## config.mk

```make
export PLATFORM = sky130hd
export DESIGN_NAME = bram_rd_arbiter
export DESIGN_NICKNAME = d
export VERILOG_FILES = /design/src/rtl/bram_rd_arbiter.sv
export SDC_FILE = /design/constraint.sdc
export NUM_CORES = 1
export LEC_CHECK = 0
export BUFFER_PORTS_ARGS = -buffer_cell sky130_fd_sc_hd__buf_2
export CAP_MARGIN = 10
export CORE_ASPECT_RATIO = 1.25
export CORE_MARGIN = 4
export CORE_UTILIZATION = 40
export DETAILED_ROUTE_END_ITERATION = 8
export PLACE_DENSITY = 0.73
export SETUP_SLACK_MARGIN = 0.15
export SYNTH_ARGS = -nofsm -noshare
export SYNTH_HDL_FRONTEND = slang
export SYNTH_SLANG_ARGS = --single-unit
```

## constraint.sdc

```tcl
create_clock -name i_clk -period 2.1 [get_ports i_clk]
set_input_delay 0.525 -clock i_clk [delete_from_list [all_inputs] [get_ports i_clk]]
set_output_delay 0.525 -clock i_clk [all_outputs]
set_load 0.02 [all_outputs]
```

## src/rtl/bram_rd_arbiter.sv

```systemverilog
// bram_rd_arbiter: round-robin sharing of one BRAM read port among NREQ trig/addr/done requesters,
// one read in flight at a time with fixed read latency RD_LAT.
module bram_rd_arbiter #(
  parameter int NREQ   = 4,
  parameter int AW     = 13,
  parameter int DW     = 32,
  parameter int RD_LAT = 1
) (
  input  logic              i_clk,
  input  logic              i_rst,
  input  logic [NREQ-1:0]   i_req_trig,
  input  logic [NREQ*AW-1:0] i_req_addr,
  output logic [NREQ-1:0]   o_req_done,
  output logic [DW-1:0]     o_req_data,
  output logic              o_bram_en,
  output logic [AW-1:0]     o_bram_addr,
  input  logic [DW-1:0]     i_bram_dout,
  output logic              o_busy,
  output logic [2:0]        o_gnt_id
);
  localparam int GW = $clog2(NREQ);
  typedef enum logic [1:0] {ARB, ISSUE, WAIT, RELEASE} state_t;
  state_t state, state_nx;
  logic [GW-1:0] gnt, last, pick, idx;
  logic [1:0] cnt;
  logic found, cap;
  assign cap      = state == WAIT && cnt == 2'd0;
  assign o_busy   = state != ARB;
  assign o_gnt_id = 3'(gnt);
  // first high trig scanning upward from the slot after the last grant
  always_comb begin
    found = 1'b0;
    pick  = last;
    idx   = '0;
    for (int i = 1; i <= NREQ; i++) begin
      idx = GW'((int'(last) + i) % NREQ);
      if (!found && i_req_trig[idx]) begin
        found = 1'b1;
        pick  = idx;
      end
    end
  end
  always_comb begin
    state_nx = state == ARB   ? (found ? ISSUE : ARB) :
               state == ISSUE ? WAIT :
               state == WAIT  ? (cnt == 2'd0 ? RELEASE : WAIT) :
                                (i_req_trig[gnt] ? RELEASE : ARB);
  end
  always_ff @(posedge i_clk or posedge i_rst) begin
    if (i_rst) state <= ARB;
    else       state <= state_nx;
  end
  always_ff @(posedge i_clk or posedge i_rst) begin
    if (i_rst) begin
      gnt         <= '0;
      last        <= GW'(NREQ - 1);
      cnt         <= 2'd0;
      o_bram_en   <= 1'b0;
      o_bram_addr <= '0;
      o_req_data  <= '0;
      o_req_done  <= '0;
    end else begin
      if (state == ARB && found) begin
        gnt         <= pick;
        last        <= pick;
        o_bram_addr <= i_req_addr[int'(pick)*AW +: AW];
      end
      o_bram_en <= state == ARB && found;
      cnt <= state == ISSUE ? 2'(RD_LAT - 1) : (state == WAIT && cnt != 2'd0) ? cnt - 2'd1 : cnt;
      if (cap) o_req_data <= i_bram_dout;
      o_req_done <= cap ? NREQ'(1) << gnt : '0;
    end
  end
endmodule

```

==> impl_metrics.toml <==
[critical_path]
cp_max_fo = 17
cp.required_ns = 2.29
cp.buffers_inverters = 1
cpPeakStageDelay_ns = 0.60
rrSetupSlack_ns = 0.20
cp_slowest_cell = "dfstp_2"
crit_family = "flip-flops"
startpoint_type = "flip-flop"
timing.rr.end = "o_bram_addr[9]$_DFFE_PP0P_"
endpoint_kind = "flip-flop"
arrival_ns = 2.09
worstSetupPathType = "reg -> reg"
crit_chain = "mux2i_1, nor2_1, nor3_4, buf_8, mux2i_1, o221ai_1"
r2r_cells = 6
timing.rr.start = "last[1]$_DFFE_PP1P_"
path_common_cell = "mux2i_1"

[logic_synthesis]
synth_commonest_cells = "dfrtp_1 (56), mux2_2 (32), mux2i_1 (26)"
yosys.area.top_type = "dfrtp_1"
synth_most_common_cell = "dfrtp_1"
synthTopCellsByArea = "dfrtp_1 (52%), mux2_2 (13%), mux2i_1 (9.7%)"
synth_cell_types = 32
ys_async_sr_fraction = 1.00
ys_warn_count = 0
netlist_area_mm2 = 0.00267
synth_top_area_share = 0.525
ys_seq_area_frac = 0.544
avgSynthCellArea_um2 = 12.7
synth-seq-cells = 58
synthCells = 211
syn_nets = 302
synth-main-ff-cell = "dfrtp_1"
synth-edff-count = 0

[clocking]
cts_made_buffers = 9
cts.htree.levels = 3
clkLatencyLatePin_ns = 0.32
cts_root_buffer = "clkbuf_8"
cts_tree = "done"
clk_pin_slew_ns = 0.07
cts_max_path_buffers = 2
clkSinkCount = 58

[floorplanning]
rows = 33
die_area_mm2 = 0.00806
start_util = 0.409
chipWidth_um = 81.1
core_mm2 = 0.00652
pin_count = 144
die_h_um = 99.4

[timing]
finalSetupViolCount = 0
hold_slack_ns = 0.0930
finalClockSkew_ns = 0.00744
rsz0062_at_grt = "true"
setup_tns_ns = 0
max_freq_mhz = 527
post-route-min-period_ns = 1.90
finalHoldViolCount = 0
finalCritPeriodShare = 0.904
slew_violations = 0

[pwr]
vdd_ir_drop_max_uv = 661
p_leak_nw = 1.90
power.total_mw = 5.76
p_per_area_mw_per_mm2 = 1560

[grt]
grt_pass1_vias = 2269
grt_remaining_overflow = 0
groute.usage.overall = 0.162
antenna_found_initial = 0
grt_max_degree = 36
grt_pass1_wl_um = 10100

[layout]
area_growth_pct = 38.4
final_net_count = 453
drive_gt1_frac = 0.564
antenna_cells = 0
fillerInstances = 561

[placed_design]
numPortBuffers = 142
gp_congestion = 0.785
hpwl_um = 4890

[drt]
drc = 0
wl_per_cell_um = 14.0
vias_per_cell = 4.89
wl_um = 6340
antenna_left = 0
drtPass1Iterations = 4
drt_iter0_drc = 38
num_vias = 2222

[hold_path]
hp-class = "in -> async"

[run]
max_cap_violations = 0

[run_status]
status = "finished clean"
registers in the layout, indices dropped and copies added (netlist names):
name and flops:
last 2, o_bram_addr 13, gnt 2, o_req_done 4
state 2, o_bram_en 1, cnt 2, o_req_data 32
cells by family (layout without fill, tap and decap cells):
logic type | count (synthesis) | count (layout) | synth area share
mux | 59 | 59 | 0.241
other cells | 1 | 1 | 0.00140
fa+ha+maj | 1 | 1 | 0.00468
buf+inv | 18 | 174 | 0.0510
compound gates | 26 | 26 | 0.0712
simple gates | 48 | 48 | 0.0867
flops | 58 | 58 | 0.544
cell usage in the layout (no fill, tap or decap), types with 6 or more instances in the layout:
| master | netlist | final |
|---|---|---|
| mux2_2 | 32 | 32 |
| clkbuf_8 | 0 | 9 |
| a21oi_1 | 6 | 6 |
| o221ai_1 | 12 | 12 |
| dfrtp_1 | 56 | 56 |
| buf_2 | 5 | 142 |
| mux2i_1 | 26 | 26 |
| nor2_1 | 8 | 8 |
| buf_4 | 2 | 6 |
| nand2_1 | 23 | 23 |
power breakdown:
group	internal (mW)	switching [mW]	leakage, nW	total, mW
logic	1.24	1.55	1.12	2.80
registers	1.66	0.303	0.698	1.96
clock network	0.550	0.451	0.0889	1.00
metal layers:
layer | global-route usage | wire (um)
met1 | 0.176 | 2470
met2 | 0.293 | 3160
met3 | 0.0380 | 594
met4 | 0.0702 | 110
met5 | 0 | 0
final cells by class:
cell class	count	area [um2]	area share
Timing Repair Buffer	152	831	0.225
Multi-Input combinational cell	135	1090	0.294
Clock buffer	10	128	0.0345
Tap cell	87	109	0.0294
Sequential cell	58	1450	0.393
Clock inverter	6	66.3	0.0179
Inverter	6	22.5	0.00609
through the flow:
step	area [um2]	instances	util	setup slack [ns]
after floorplan	2670	211	-	0.150
after global placement	3500	438	0.536	0.257
after detailed placement	3500	438	0.536	0.112
after CTS	3690	454	0.566	0.174
after global routing	3700	454	0.567	0.124
final	3700	454	0.567	0.202
worst max path at each step:
stage                                   start                         end  slack [ns]  cells after the start
final                     last[1]$_DFFE_PP1P_  o_bram_addr[9]$_DFFE_PP0P_        0.20                      6
after global routing      last[1]$_DFFE_PP1P_  o_bram_addr[1]$_DFFE_PP0P_        0.12                      6
after CTS                 last[1]$_DFFE_PP1P_  o_bram_addr[9]$_DFFE_PP0P_        0.17                      6
after detailed placement        i_req_trig[2]  o_bram_addr[9]$_DFFE_PP0P_        0.11                      7
after global placement          i_req_trig[3]  o_bram_addr[6]$_DFFE_PP0P_        0.26                      7
after floorplan                         i_rst          cnt[0]$_DFFE_PP0P_        0.15                      1
what timing repair did:
action / in CTS / in global routing
endpoints found under the setup margin: 2 / 8
endpoints found under the hold margin: 0 / 0
pin swaps: 0 / 0
hold buffers: 0 / 0
buffers inserted: 0 / 0
resized for setup: 1 / 1
No activity file was read; power rests on OpenSTA's default activity.
